--- config.mk ---
export PLATFORM = sky130hd
export DESIGN_NAME = iir_biquad_cascade
export DESIGN_NICKNAME = d
export VERILOG_FILES = /design/src/rtl/iir_pkg.sv /design/src/rtl/iir_mac.sv /design/src/rtl/iir_biquad_cascade.sv
export SDC_FILE = /design/constraint.sdc
export NUM_CORES = 2
export LEC_CHECK = 0
export BUFFER_PORTS_ARGS = -buffer_cell sky130_fd_sc_hd__buf_2
export CORE_MARGIN = 2
export CORE_UTILIZATION = 55
export DETAILED_ROUTE_END_ITERATION = 8
export PLACE_DENSITY = 0.74
export SLEW_MARGIN = 20
export SYNTH_ARGS = -nofsm -noshare
export SYNTH_HDL_FRONTEND = slang
export SYNTH_SLANG_ARGS = --single-unit
--- constraint.sdc ---
create_clock -name CLK -period 17.7 [get_ports CLK]
set_clock_uncertainty 0.1 [all_clocks]
set_input_delay 3.54 -clock CLK [delete_from_list [all_inputs] [get_ports CLK]]
set_output_delay 3.54 -clock CLK [all_outputs]
set_load 0.02 [all_outputs]
--- src/rtl/iir_pkg.sv ---
// Shared definitions for the biquad cascade.
// Holds the coefficient-select encodings, the FSM and MAC-step enums, the
// coefficient values every section wakes up with, and the helper that
// classifies an accumulator value against the DATA_W range.
package iir_pkg;

    // coef_sel encodings; the same index addresses a section's coefficient row
    localparam logic [2:0] SEL_S  = 3'd0;
    localparam logic [2:0] SEL_B0 = 3'd1;
    localparam logic [2:0] SEL_B1 = 3'd2;
    localparam logic [2:0] SEL_B2 = 3'd3;
    localparam logic [2:0] SEL_A1 = 3'd4;
    localparam logic [2:0] SEL_A2 = 3'd5;

    typedef enum logic [1:0] {ST_IDLE, ST_CALC, ST_OUT} state_t;

    // MAC order within one section: w from s,a1,a2 then y from b0,b1,b2
    typedef enum logic [2:0] {
        STEP_S, STEP_A1, STEP_A2, STEP_B0, STEP_B1, STEP_B2
    } step_t;

    // Power-on low-pass coefficients, indexed by SEL_*
    localparam int DEF_COEF [6] = '{20, 2048, -3248, 2048, -3558, 1972};

    // Widest accumulator the range check supports
    localparam int ACC_MAX = 128;

    // Returns {above max, below min} of v relative to a dw-bit signed range.
    function automatic logic [1:0] sat_code(input logic signed [ACC_MAX-1:0] v,
                                            input int dw);
        logic signed [ACC_MAX-1:0] hi;
        logic signed [ACC_MAX-1:0] lo;
        hi = (ACC_MAX'(1) <<< (dw - 1)) - ACC_MAX'(1);
        lo = -hi - ACC_MAX'(1);
        return {v > hi, v < lo};
    endfunction

endpackage

--- src/rtl/iir_mac.sv ---
// Shared multiply/accumulate unit.
// Ports:
//   CLK, reset : clock, synchronous active-high reset
//   en         : update the accumulator this cycle
//   clr        : start a new sum (ignore the held accumulator)
//   sub        : subtract the scaled product instead of adding it
//   x, c       : signed sample/state operand and signed coefficient
//   res        : the sum including this cycle's product, reduced to DATA_W
module iir_mac
    import iir_pkg::*;
#(
    parameter int DATA_W = 32,
    parameter int COEF_W = 16,
    parameter int FRAC   = 11,
    parameter int SAT    = 1
) (
    input  logic                     CLK,
    input  logic                     reset,
    input  logic                     en,
    input  logic                     clr,
    input  logic                     sub,
    input  logic signed [DATA_W-1:0] x,
    input  logic signed [COEF_W-1:0] c,
    output logic signed [DATA_W-1:0] res
);

    localparam int PW = DATA_W + COEF_W;
    localparam int AW = PW + 3;

    logic signed [PW-1:0] prod;
    logic signed [PW-1:0] term;
    logic signed [AW-1:0] acc;
    logic signed [AW-1:0] base;
    logic signed [AW-1:0] acc_nxt;
    logic [1:0]           code;

    always_comb begin
        prod    = PW'(x) * PW'(c);
        term    = prod >>> FRAC;            // floor toward -inf
        base    = clr ? '0 : acc;
        acc_nxt = sub ? base - AW'(term) : base + AW'(term);
        code    = sat_code(ACC_MAX'(acc_nxt), DATA_W);
        if (SAT != 0 && code[1])
            res = {1'b0, {(DATA_W-1){1'b1}}};
        else if (SAT != 0 && code[0])
            res = {1'b1, {(DATA_W-1){1'b0}}};
        else
            res = acc_nxt[DATA_W-1:0];
    end

    always_ff @(posedge CLK) begin
        if (reset)
            acc <= '0;
        else if (en)
            acc <= acc_nxt;
    end

endmodule

--- src/rtl/iir_biquad_cascade.sv ---
// Cascade of SECTIONS direct-form-II biquads sharing one MAC.
// A sample is accepted in IDLE, each section takes six MAC cycles in CALC,
// and the result is held in OUT until downstream takes it.
// Ports:
//   CLK, reset                      : clock, synchronous active-high reset
//   in_valid/in_ready/in_data       : input sample handshake
//   out_valid/out_ready/out_data    : output sample handshake
//   coef_we/coef_sec/coef_sel/coef_data : coefficient write (IDLE only)
//   coef_err                        : one-cycle pulse for a dropped write
module iir_biquad_cascade
    import iir_pkg::*;
#(
    parameter int DATA_W   = 32,
    parameter int COEF_W   = 16,
    parameter int FRAC     = 11,
    parameter int SECTIONS = 3,
    parameter int SAT      = 1
) (
    input  logic              CLK,
    input  logic              reset,
    input  logic              in_valid,
    output logic              in_ready,
    input  logic [DATA_W-1:0] in_data,
    output logic              out_valid,
    input  logic              out_ready,
    output logic [DATA_W-1:0] out_data,
    input  logic              coef_we,
    input  logic [2:0]        coef_sec,
    input  logic [2:0]        coef_sel,
    input  logic [COEF_W-1:0] coef_data,
    output logic              coef_err
);

    localparam int            SW   = (SECTIONS > 1) ? $clog2(SECTIONS) : 1;
    localparam logic [SW-1:0] LAST = SW'(SECTIONS - 1);

    state_t                   state, state_nxt;
    step_t                    step;
    logic [SW-1:0]            sec;
    logic signed [COEF_W-1:0] coef [SECTIONS][6];
    logic signed [DATA_W-1:0] d1 [SECTIONS];
    logic signed [DATA_W-1:0] d2 [SECTIONS];
    logic signed [DATA_W-1:0] x_reg, w_reg, mac_x, mac_res;
    logic signed [COEF_W-1:0] mac_c;
    logic                     mac_clr, mac_sub, coef_ok, last_step;

    assign last_step = (step == STEP_B2) && (sec == LAST);
    assign coef_ok   = coef_we && (state == ST_IDLE) &&
                       (32'(coef_sec) < SECTIONS) && (coef_sel <= SEL_A2);

    // ---- FSM: state register ----
    always_ff @(posedge CLK) begin
        if (reset)
            state <= ST_IDLE;
        else
            state <= state_nxt;
    end

    // ---- FSM: next state ----
    always_comb begin
        state_nxt = state;
        case (state)
            ST_IDLE: if (in_valid)  state_nxt = ST_CALC;
            ST_CALC: if (last_step) state_nxt = ST_OUT;
            ST_OUT:  if (out_ready) state_nxt = ST_IDLE;
            default: state_nxt = ST_IDLE;
        endcase
    end

    // ---- FSM: outputs (gated by reset so an aborted sample never leaks) ----
    always_comb begin
        in_ready  = (state == ST_IDLE) && !reset;
        out_valid = (state == ST_OUT) && !reset;
    end

    // ---- MAC operand selection for the current step ----
    always_comb begin
        mac_x   = x_reg;
        mac_c   = coef[sec][SEL_S];
        mac_clr = 1'b0;
        mac_sub = 1'b0;
        case (step)
            STEP_S:  begin mac_x = x_reg;   mac_c = coef[sec][SEL_S];  mac_clr = 1'b1; end
            STEP_A1: begin mac_x = d1[sec]; mac_c = coef[sec][SEL_A1]; mac_sub = 1'b1; end
            STEP_A2: begin mac_x = d2[sec]; mac_c = coef[sec][SEL_A2]; mac_sub = 1'b1; end
            STEP_B0: begin mac_x = w_reg;   mac_c = coef[sec][SEL_B0]; mac_clr = 1'b1; end
            STEP_B1: begin mac_x = d1[sec]; mac_c = coef[sec][SEL_B1]; end
            STEP_B2: begin mac_x = d2[sec]; mac_c = coef[sec][SEL_B2]; end
            default: ;
        endcase
    end

    iir_mac #(
        .DATA_W (DATA_W),
        .COEF_W (COEF_W),
        .FRAC   (FRAC),
        .SAT    (SAT)
    ) u_mac (
        .CLK   (CLK),
        .reset (reset),
        .en    (state == ST_CALC),
        .clr   (mac_clr),
        .sub   (mac_sub),
        .x     (mac_x),
        .c     (mac_c),
        .res   (mac_res)
    );

    // ---- datapath, coefficient and delay storage ----
    always_ff @(posedge CLK) begin
        if (reset) begin
            sec      <= '0;
            step     <= STEP_S;
            x_reg    <= '0;
            w_reg    <= '0;
            out_data <= '0;
            coef_err <= 1'b0;
            for (int k = 0; k < SECTIONS; k++) begin
                d1[k] <= '0;
                d2[k] <= '0;
                for (int j = 0; j < 6; j++)
                    coef[k][j] <= COEF_W'(DEF_COEF[j]);
            end
        end else begin
            coef_err <= coef_we && !coef_ok;
            // a write in the accept cycle lands before the sample's first MAC
            if (coef_ok)
                coef[coef_sec[SW-1:0]][coef_sel] <= coef_data;
            case (state)
                ST_IDLE: if (in_valid) begin
                    x_reg <= in_data;
                    sec   <= '0;
                    step  <= STEP_S;
                end
                ST_CALC: begin
                    if (step == STEP_A2)
                        w_reg <= mac_res;
                    if (step == STEP_B2) begin
                        d2[sec] <= d1[sec];
                        d1[sec] <= w_reg;
                        x_reg   <= mac_res;     // feeds the next section
                        step    <= STEP_S;
                        if (sec == LAST)
                            out_data <= mac_res;
                        else
                            sec <= sec + SW'(1);
                    end else begin
                        step <= step_t'(step + 3'd1);
                    end
                end
                default: ;
            endcase
        end
    end

endmodule

**Word level (Yosys, flattened, before mapping)**

Memory sizes are Yosys's and may differ from the RTL's. A register that Yosys moved wholly into a read port is not among the register bits.
Cells that the tools add are included.

- Bits in writable memories: 480
- Register bits after elaboration: 155
- Memories: 3
- Output and inout bits: 35

Memory list:

| memory | depth | bits a word | read ports | clocked after memory_dff | wr ports | RTL line | RTL |
|---|---|---|---|---|---|---|---|
| coef | 3 | 96 | 1 | 1 | 3 | iir_biquad_cascade.sv:40 | `logic signed [COEF_W-1:0] coef [SECTIONS][6];` |
| d1 | 3 | 32 | 1 | 1 | 3 | iir_biquad_cascade.sv:41 | `logic signed [DATA_W-1:0] d1 [SECTIONS];` |
| d2 | 3 | 32 | 1 | 1 | 3 | iir_biquad_cascade.sv:42 | `logic signed [DATA_W-1:0] d2 [SECTIONS];` |

- Reduce and logical (&&, ||, !) cells: 26
- Add/sub/neg operators: 4
- Multipliers: 1
- Bitwise gates (word level): 1
- Multiplexer cells: 48
- $lt $le $gt $ge: 6
- Equal/unequal tests: 13

Operators with widths:

| operator | count |
|---|---|
| two-way mux 96 bit | 3 |
| two-way mux 32 bit | 6 |
| two-way mux 51 bit | 2 |
| case mux 32 bit (3 select lines) | 1 |
| OR reduction 96 bit | 1 |
| case mux 16 bit (5 select lines) | 1 |
| case mux 32 bit (2 select lines) | 1 |
| OR reduction 32 bit | 2 |
| adder 51 x 37 -> 51 bit | 1 |
| > comparator 51 x 32 -> 1 bit, second input constant | 1 |
| less-than comparator 51 x 32 -> 1 bit, second input constant | 1 |
| subtractor 51 x 37 -> 51 bit | 1 |
| demux 16 bit (select 3 bit) | 1 |
| multiplier 32 x 16 -> 48 bit | 1 |
| two-way mux 2 bit | 15 |
| two-way mux 16 bit | 1 |
| two-way mux 1 bit | 12 |
| != test 2 bit, second input constant | 5 |
| AND reduction 3 bit | 3 |
| logical AND 1 bit | 8 |
| OR reduction 2 bit | 4 |
| equality test 3 x 2 -> 1 bit, second input constant | 2 |
| equality test 3 bit, second input constant | 2 |
| two-way mux 3 bit | 2 |
| other kinds (19) | 22 |

**Depth between registers and ports, before layout**

- Depth in word-level cells: 11
- Mapped depth: 60

**By module**

A second synthesis with hierarchy kept.

- Cell total of the unflattened synthesis: 5,071
- Area total of the unflattened synthesis: 55,749.7 um2

Modules (own cells, without submodules):

| module | area each (um2) | times used | cells an instance |
|---|---|---|---|
| iir_biquad_cascade | 31,213.7 | 1 | 2,097 |
| iir_mac | 24,536.0 | 1 | 2,974 |

**Worst setup path after synthesis**

No wires, ideal clock.

- Path kind: reg-to-reg
- From: register (tool-made name)
- To: register x_reg[10]
- Buffers on the path: 10
- Library setup time: 0.150 ns
- Cell stages (with the launch flop): 53
- Path slack: 2.846 ns
- Arrival: 14.604 ns
- Path through: dfxtp_1 > buf_2 > buf_4 > buf_6 > buf_1 > buf_1 > buf_1 > buf_1 > mux4_2 > nand2_1 > nand3_1 > o21ai_1 > nor2_1 > fa_1 > inv_1 > fa_1 > fa_1 > fa_1 > [... 17 more ...] > or4_4 > nand3b_1 > or2_1 > nor2_4 > o21a_1 > ha_1 > a21oi_1 > nor2b_1 > nand3_1 > nor3_1 > nor4_1 > o41ai_1 > mux2i_1 > a2111oi_0 > nand3_1 > a21oi_2 > buf_4 > a221oi_1

RTL lines:

| item | RTL line | RTL |
|---|---|---|
| end signal: assignment | iir_biquad_cascade.sv:131 | `x_reg <= in_data;` |
| end signal: assignment | iir_biquad_cascade.sv:141 | `x_reg <= mac_res;` |
| end: declaration | iir_biquad_cascade.sv:43 | `logic signed [DATA_W-1:0] x_reg, w_reg, mac_x, mac_res;` |

**Final worst setup path**

- From: register step[2]
- To: register out_data[15]

- Longest elaborated chain between the ends: 9
- Elaborated cells between the ends (all ways): 24
- Classes of those cells: add/sub: 2; mul: 1; order compare: 2; eq/ne: 5; mux: 8; reduce/logical: 6

Ends and longest elaborated chain:

| item | RTL line | RTL |
|---|---|---|
| start: declaration | iir_biquad_cascade.sv:38 | `step_t step;` |
| start signal: assignment | iir_biquad_cascade.sv:148 | `step <= step_t'(step + 3'd1);` |
| equality test 3 bit, or another cell as far along | iir_biquad_cascade.sv:82, iir_biquad_cascade.sv:138 |  |
| OR reduction 2 bit (no source line) | - |  |
| case mux 32 bit (3 select lines) or two-way mux 1 bit (tied branches) | iir_biquad_cascade.sv:82 | `case (step)` |
| multiplier 32 x 16 -> 48 bit or two-way mux 51 bit (tied branches) | iir_mac.sv:38, iir_mac.sv:40 |  |
| adder 51 x 37 -> 51 bit or subtractor 51 x 37 -> 51 bit (tied branches) | iir_mac.sv:41 | `acc_nxt = sub ? base - AW'(term) : base + AW'(term);` |
| two-way mux 51 bit | iir_mac.sv:41 |  |
| less-than comparator 51 x 32 -> 1 bit | iir_pkg.sv:35 | `return {v > hi, v < lo};` |
| two-way mux 32 bit | iir_mac.sv:45 | `else if (SAT != 0 && code[0])` |
| two-way mux 32 bit | iir_mac.sv:43 | `if (SAT != 0 && code[1])` |
| end signal: assignment | iir_biquad_cascade.sv:144 | `out_data <= mac_res;` |
| end: declaration | iir_biquad_cascade.sv:26 | `output logic [DATA_W-1:0] out_data,` |

Several ways; a longest one is shown, not always the timed one.
A chain may end at the register's enable or synchronous reset.

==> results.toml <==
[status]
status = "completed"

[logic_synthesis]
synth_edf_count = 640
synth_xor_area_share_pct = 1.62
synth_top_area_share_pct = 34.4
synthMuxAreaShare_pct = 6.74
synthArstFlopShare_pct = 0
yosysWarnings = 0
synth-compound-area-share_pct = 9.40
synth_top_family_by_area = "adder cells"
yosys_register_bits = 797
synth_flop_cell = "edfxtp_1"
synthAdderAreaFrac_pct = 21.2
synth_simple_gate_area_share_pct = 14.7
synth.distinct_cells = 91
post_synth.cell_area_avg_um2 = 10.7
synthCells = 5210
synth-seq-area-share_pct = 40.1
synthTopCellsByArea = "edfxtp_1, fa_1, mux4_2"
synth_area_um2 = 55800
yosysTopAreaCell = "edfxtp_1"

[worst_setup_path]
rr_startpoint = "step[2]"
worst_setup_path_end_kind = "flip-flop"
crit_top_cell = "fa_1"
critical-path-top-delay-family = "simple AND/OR/NAND/NOR gates"
crit_path_top_delay_cell = "a21oi_4"
r2r_cells = 46
critPathArrivalTime_ns = 16.87
crit_path_start_kind = "flip-flop"
cpPeakStageDelay_ns = 0.96
worst-path-buf-inv = 7
worstPathMaxFanout = 31
r2r-end = "out_data[15]"
crit_type = "flip-flop to flip-flop"
rrSetupSlack_ns = 1.20
required_ns = 18.07

[global_route]
grt_max_degree = 108
grt_pass1_vias = 41000
grt_pass1_wl_um = 250000
antenna_found_initial = 1
overflow = 0
grt_use_total_pct = 32.0

[die]
die_h_um = 323
ios = 94
core-area_um2 = 100000
initial_core_util_pct = 55.6
dieArea_um2 = 104000
std_cell_rows = 116
die_w_um = 323

[hold_path]
hold_path.startpoint = "u_mac.acc[41]"
hold_depth = 2
min_to = "u_mac.acc[41]"
hold_path_class = "flip-flop to flip-flop"

[timing]
hold_viol = 0
fin_crit_ns = 16.50
rsz0062_at_grt = "no"
fin_crit_sh_pct = 93.2
drv_slew = 0
setup_viol = 0
worstMarginPinSlew_ns = 1.19
slew_headroom_pct = 18.9
fin_setup_tns_ns = 0
fmaxAchievable_ghz = 0.0606

[finish]
antenna_cells = 0
area_growth_syn_to_layout_pct = 8.65
top_register = "coef"
largest_reg_flops = 384
layout.nets = 5975
layout-drive-gt1-share_pct = 10.2
top_regs = "coef x384, d1 x128, d2 x128"

[clock_network]
cts_root_buf = "clkbuf_16"
clk_latency_ns = 0.65
htreeDepth = 3
cts_tree = "done"
cts.reportedPaths.clkPinSlew_ns = 0.07
cts.sinks = 797
cts_inserted_buffers = 77
cts_buffer_depth = 3

[routing]
drtAntennaViolNets = 0
post_drt_wl_per_cell_um = 24.4
num_vias = 41000
drc = 0
first_pass_iters = 6
via_per_inst = 6.13
drtIter0Drc = 4783
routed_wl_um = 163000

[flow_run]
max_cap_violations = 0

[place]
globalplace.congestion = 0.992
dp_hpwl_um = 119000
place.port_buffers = 93
==> layout make-up <==
cell class                 instances  area [um2]
timing repair buffer             175        1170
fill                            8111       39700
clock inverter                    41         477
tap                             1357        1700
sequential                       797       22400
inverter                         616        2310
clock buffer                      99        2080
multi-input combinational       3596       30500
==> stage by stage <==
stage,hold slack [ns],cells,util (%),instance area (um2),setup slack (ns)
CTS,0.353,6679,60.4,60600,1.09
global placement,0.338,6539,57.8,58000,1.60
finish,0.351,6681,60.4,60600,1.20
floorplan,0.332,5305,-,56200,2.85
global route,0.371,6681,60.4,60600,0.127
detailed placement,0.344,6539,57.8,58000,1.22
==> worst register-to-register path: cells and delay by family, from the launching register on <==
kind                       cells  cell delay (ns)
and+or+nand+nor               16             5.08
AOI/OAI and AO/OA             12             4.14
adders and majority gates      9             4.08
buffers and inverters          7             1.36
DFF                            1             0.79
muxes                          2             0.77
==> cells in the mapped netlist (all sizes together) (35+ instances only) <==
cell type,count
a211oi,50
a21o,45
a21oi,255
and2,100
and3,194
buf,60
clkbuf,236
dfxtp,157
edfxtp,640
fa,487
ha,166
inv,615
mux4,153
nand2,535
nand2b,66
nand3,69
nor2,587
nor2b,35
nor3,41
o21a,49
o21ai,169
xnor2,64
xor2,39
==> timing repair <==
| item | 4_1_cts | 5_1_grt |
|---|---|---|
| hold buffers | 0 | 0 |
| buffers inserted | 0 | 0 |
| setup endpoints to repair | 0 | 13 |
| resized for setup | 0 | 1 |
==> layout by cell type, fill, tap and decap left out, drive strengths merged, types with 39 or more instances in the layout <==
cell type    n
and2       100
a21o        45
clkbuf      99
nand2b      66
nand3       69
nor3        41
dfxtp      157
a21oi      255
inv        619
o21ai      169
nor2       587
mux4       153
xnor2       64
a211oi      50
conb        96
o21a        49
ha         166
and3       194
buf        175
nand2      535
edfxtp     640
fa         487
xor2        39
==> kinds of logic after synthesis <==
| logic type | count (synthesis) |
|---|---|
| AND/OR/NAND/NOR | 1755 |
| buffers and inverters | 912 |
| AO/OA/AOI/OAI | 805 |
| flip-flops | 797 |
| adder cells (fa/ha/maj) | 653 |
| multiplexers | 184 |
| XOR/XNOR | 103 |
| other | 1 |
==> per-layer routing <==
layer	track usage, %	up-vias	wire length, um
li1	-	17900	-
met1	42.3	20400	62000
met2	49.8	2291	74300
met3	7.80	409	17700
met4	15.4	2	9090
met5	0	-	18
==> worst max-delay path by stage <==
stage	start	end	slack, ns	cells after the start
detailed placement	step[2]	x_reg[14]	1.22	46
CTS	step[2]	x_reg[14]	1.09	46
floorplan	flip-flop	x_reg[10]	2.85	52
finish	step[2]	out_data[15]	1.20	46
global placement	step[2]	x_reg[30]	1.60	46
global route	step[2]	out_data[20]	0.13	46
Power is not shown: default switching activity piles up to over one toggle a cycle in this logic, so the estimate is an artifact.
